**config.mk**
```make
export PLATFORM = sky130hd
export DESIGN_NAME = t05_stage_sequencer
export DESIGN_NICKNAME = d
export VERILOG_FILES = /design/src/rtl/t05_stage_sequencer.sv
export SDC_FILE = /design/constraint.sdc
export NUM_CORES = 1
export LEC_CHECK = 0
export CAP_MARGIN = 20
export CORE_MARGIN = 5
export CORE_UTILIZATION = 55
export DETAILED_ROUTE_END_ITERATION = 8
export PLACE_DENSITY = 0.92
export SETUP_SLACK_MARGIN = 0.05
export SLEW_MARGIN = 10
export SYNTH_ARGS = -nofsm -noshare
export SYNTH_HDL_FRONTEND = slang
export SYNTH_SLANG_ARGS = --single-unit
```
**constraint.sdc**
```tcl
create_clock -name clk -period 4.4 [get_ports clk]
set_input_delay 0.88 -clock clk [delete_from_list [all_inputs] [get_ports clk]]
set_output_delay 0.88 -clock clk [all_outputs]
set_load 0.01 [all_outputs]
```
**src/rtl/t05_stage_sequencer.sv**
```systemverilog
// t05_stage_sequencer: walks one compression run through five pipeline
// stages (HIST, FLV, HTREE, CBS, TRANS), reporting completion, a sticky
// error and the run length in cycles.
// Optional per-stage watchdog compiled in with macro T05_STAGE_WDOG_EN.
module t05_stage_sequencer #(
  parameter logic [23:0] WDOG_CYCLES = 24'd1000000
) (
  input  logic        clk,
  input  logic        rst,
  input  logic        start,
  input  logic        abort,
  input  logic [2:0]  fin_state,
  output logic [3:0]  en_state,
  output logic        busy,
  output logic        done,
  output logic        err,
  output logic [2:0]  err_code,
  output logic [31:0] run_cycles
);

  // Stage states carry their own stage number so the expected completion
  // code is simply the current encoding plus one.
  typedef enum logic [2:0] {
    S_IDLE  = 3'd0,
    S_HIST  = 3'd1,
    S_FLV   = 3'd2,
    S_HTREE = 3'd3,
    S_CBS   = 3'd4,
    S_TRANS = 3'd5,
    S_DONE  = 3'd6,
    S_ERR   = 3'd7
  } state_t;

  state_t      state_q, state_d;
  logic [3:0]  en_state_q, en_state_d;
  logic        busy_q, busy_d;
  logic        done_q, done_d;
  logic        err_q, err_d;
  logic [2:0]  err_code_q, err_code_d;
  logic [31:0] run_cycles_q, run_cycles_d;
  logic [2:0]  stage_num;
  logic [2:0]  next_code;

`ifdef T05_STAGE_WDOG_EN
  logic [23:0] wdog_q, wdog_d;
  logic        wdog_expired;
  assign wdog_expired = (wdog_q == WDOG_CYCLES - 24'd1);
`else
  logic unused_wdog_cycles;
  assign unused_wdog_cycles = ^WDOG_CYCLES;
`endif

  assign stage_num = state_q;
  assign next_code = stage_num + 3'd1;

  // Next-state, error capture and run-length counting.
  always_comb begin
    state_d      = state_q;
    err_code_d   = '0;
    run_cycles_d = run_cycles_q;
    unique case (state_q)
      S_IDLE: begin
        if (start) begin
          state_d      = S_HIST;
          run_cycles_d = '0;
        end
      end
      S_HIST, S_FLV, S_HTREE, S_CBS, S_TRANS: begin
        if (run_cycles_q != '1) run_cycles_d = run_cycles_q + 32'd1;
        if (abort) begin
          state_d = S_IDLE;
        end else if (fin_state == next_code) begin
          // TRANS (5) + 1 lands on DONE (6), so all stages share this path.
          state_d = state_t'(next_code);
        end else if (fin_state != 3'd0) begin
          state_d    = S_ERR;
          err_code_d = stage_num;
`ifdef T05_STAGE_WDOG_EN
        end else if (wdog_expired) begin
          state_d    = S_ERR;
          err_code_d = stage_num;
`endif
        end
      end
      S_DONE: state_d = S_IDLE;
      S_ERR: begin
        if (abort) begin
          state_d = S_IDLE;
        end else if (start) begin
          state_d      = S_HIST;
          run_cycles_d = '0;
        end else begin
          err_code_d = err_code_q;
        end
      end
      default: state_d = S_IDLE;
    endcase
  end

  // Registered output values derived from the upcoming state.
  always_comb begin
    en_state_d = (state_d == S_ERR) ? 4'd0 : {1'b0, state_d};
    busy_d     = state_d inside {S_HIST, S_FLV, S_HTREE, S_CBS, S_TRANS};
    done_d     = (state_d == S_DONE);
    err_d      = (state_d == S_ERR);
  end

`ifdef T05_STAGE_WDOG_EN
  // Watchdog restarts on each stage entry and counts while the stage holds.
  always_comb begin
    wdog_d = '0;
    if (busy_d && (state_d == state_q)) wdog_d = wdog_q + 24'd1;
  end
`endif

  // State and output registers with asynchronous reset.
  always_ff @(posedge clk or posedge rst) begin
    if (rst) begin
      state_q      <= S_IDLE;
      en_state_q   <= '0;
      busy_q       <= 1'b0;
      done_q       <= 1'b0;
      err_q        <= 1'b0;
      err_code_q   <= '0;
      run_cycles_q <= '0;
`ifdef T05_STAGE_WDOG_EN
      wdog_q       <= '0;
`endif
    end else begin
      state_q      <= state_d;
      en_state_q   <= en_state_d;
      busy_q       <= busy_d;
      done_q       <= done_d;
      err_q        <= err_d;
      err_code_q   <= err_code_d;
      run_cycles_q <= run_cycles_d;
`ifdef T05_STAGE_WDOG_EN
      wdog_q       <= wdog_d;
`endif
    end
  end

  assign en_state   = en_state_q;
  assign busy       = busy_q;
  assign done       = done_q;
  assign err        = err_q;
  assign err_code   = err_code_q;
  assign run_cycles = run_cycles_q;

endmodule

```
==> run summary <==
Largest net degree at the start of global routing: 45
Number of flops mapped to enable cells by yosys: 0
Async set or reset register ratio after synthesis: 1.00
CTS Hold Bufs: 0
Gate power share: 0.469
First-pass GRT wire length: 11.4 mm
GR Util met3: 0.0463
Worst Path Arrival: 3.35 ns
P_leak: 1.23 nW
Die area: 0.00599 mm2
Top cells by area, synth: dfrtp_1 (44%), o21ai_0 (4.6%), nand2_1 (4.2%)
Cell internal pwr: 0.930 mW
Vias per std cell: 6.27
Routability cong.: 0.909
Routing usage on met2: 0.362
Sequential area share after synthesis: 0.441
Top cells by count, synth: dfrtp_1 (44), nand2_1 (28), nor2_1 (26)
Worst Path Required: 4.62 ns
Avg Inst Size Synth: 8.98 um2
Status: completed
R2r setup slk: 1.39 ns
Routed len/inst: 17.3 um
R2r startpoint: stage_num[0]
Synth warnings: 0
Initial antenna violation count: 0
PostCTS Resize Cnt: 0
Antenna-violating nets left: 0
MaxCap Viol Count: 0
Top-area cell type share of the netlist area: 0.441
Yosys reg bits: 44
PD cells: 520 mW/mm2
Placed inst area: 0.00298 mm2
Rel. slew slack: 0.416
Post-Syn Area: 0.00250 mm2
Number of global-route vias before repair: 2,381
Detailed Route WL: 6.52 mm
Port Buf Inserts: 47
Root Buffer: clkbuf_8
Setup TNS: 0 ns
Hold WC Path Type: register to register
Fin. Hold Viols: 0
Worst Path Max Fanout: 28
Top FF cell, synth: dfrtp_1
Clk_skew: 0.00284 ns
Sink Count: 44
DRT iter0 DRCs: 241
Max clock buf depth: 2
Via count: 2,357
Clock Latency Late Sink: 0.31 ns
Worst slew pin tran: 0.877 ns
Setup bufs post-CTS: 0
Worst Setup Path Type: input port to register
Setup crit end kind: register
Global route hottest layer: met2
Core Area: 0.00438 mm2
Post-Syn Instances: 278
Share of layout cells above drive strength 1: 0.0494
Clock-pin slew on the worst setup and hold paths: 0.08 ns
End of the critical path: run_cycles[13]
Psw: 0.686 mW
Cts bufs inserted: 5
DR DRC count: 0
Fin area: 0.00311 mm2
# setup viols final: 0
Total Routing Usage GR: 0.230
# IOs: 49
Leading area contributor after synthesis: dfrtp_1
Worst-case reg-to-reg path depth: 6
Fmax: 0.320 GHz
Max rail drop VDD: 306 uV
Clk network pwr share: 0.214
Area grow syn2layout: 24.4%
Initial core utilization: 0.570
CTS tree: yes
Nets: 336
Unrepaired setup endpoints after global routing: no
Distinct cells, synth: 47
Final Max Tran Viols: 0
Period utilisation layout: 0.711
Top-count cell post-synth: dfrtp_1
Sequential Power Share: 0.317
Inserted Diodes: 0
Crit path from: start
Syn_nets: 291
Total power: 1.62 mW
Pre-Repair DR Iteration Count: 5
Height of the die: 77.4 um
Net Sw Frac: 0.425
M1 GR Usage: 0.303
Width of the die: 77.4 um
Htree depth: 2
Total grt overflow: 0
Capture point of the worst reg-to-reg path: run_cycles[13]
Crit path time final: 3.13 ns
CP Launch Type: input port
Row cnt: 24
Final HPWL DP: 4.53 mm
## placed cells by master, fill, tap and decap left out, types with 11 or more instances in the layout
cell type and count:
dfrtp_1 44, clkdlybuf4s50_1 47, nand3_1 11, nor2_1 26, nand2_1 28, o31ai_1 13
o21ai_0 23, a21oi_1 15
## worst max-delay path, stage by stage
cell,delay [ns]
clkdlybuf4s50_1,0.56
nand2_1,0.08
a22oi_1,0.68
o21ai_4,0.38
or4_1,0.58
a21oi_1,0.18
## stage by stage
| step | std cells | util | hold slack (ns) | worst slack (ns) |
|---|---|---|---|---|
| finish | 376 | 0.709 | 0.526 | 1.27 |
| global route | 376 | 0.709 | 0.547 | 1.09 |
| CTS | 376 | 0.709 | 0.522 | 1.31 |
| detailed placement | 368 | 0.680 | 0.505 | 1.01 |
| global placement | 368 | 0.680 | 0.490 | 1.11 |
| floorplan | 278 | - | 0.528 | 1.84 |
## area by class of cell
cell class              instances  area [um2]
clock inverters                 1        30.0
multi-input cells             216        1300
repair buffers                 49         485
flip-flops and latches         44        1100
clock buffers                   7        96.3
well taps                      52        65.1
fillers                       342        1280
inverters                       7        26.3
## power groups by stage
stage               Clock, mW  Sequential (mW)  Combinational, mW
finish                  0.346            0.512              0.758
global route            0.367            0.521              0.840
CTS                     0.351            0.511              0.755
detailed placement          0            0.518              0.752
global placement            0            0.517              0.723
floorplan                   0            0.525              0.523
## per-layer routing
metal  part of all wire  routed length, um  vias up
li1                   -                  -     1106
met1               0.44               2870     1130
met2               0.47               3090      103
met3              0.062                403       18
met4              0.024                156        0
met5                  0                  0        -
## worst min-delay path by stage
stage,startpoint,endpoint,cells past startpoint
2_1_floorplan,run_cycles[16],run_cycles[16],1
3_3_place_gp,run_cycles[16],run_cycles[16],1
3_5_place_dp,err_code[0],err_code[0],1
4_1_cts,run_cycles[16],run_cycles[16],1
5_1_grt,err_code[0],err_code[0],1
6_report,run_cycles[16],run_cycles[16],1
## state kept, by name, summed over array words and instances (netlist names)
| name | count |
|---|---|
| busy | 1 |
| done | 1 |
| en_state | 3 |
| err | 1 |
| err_code | 3 |
| run_cycles | 32 |
| stage_num | 3 |
## cell families after synthesis
family,count (synthesis),synth area share
AO/OA/AOI/OAI,80,0.211
adder cells (fa/ha/maj),6,0.0301
other,1,0.00150
AND/OR/NAND/NOR,118,0.239
multiplexers,2,0.00852
buffers and inverters,18,0.0371
flip-flops,44,0.441
XOR/XNOR,9,0.0316
Note: power is estimated with default switching activity, not from simulation.
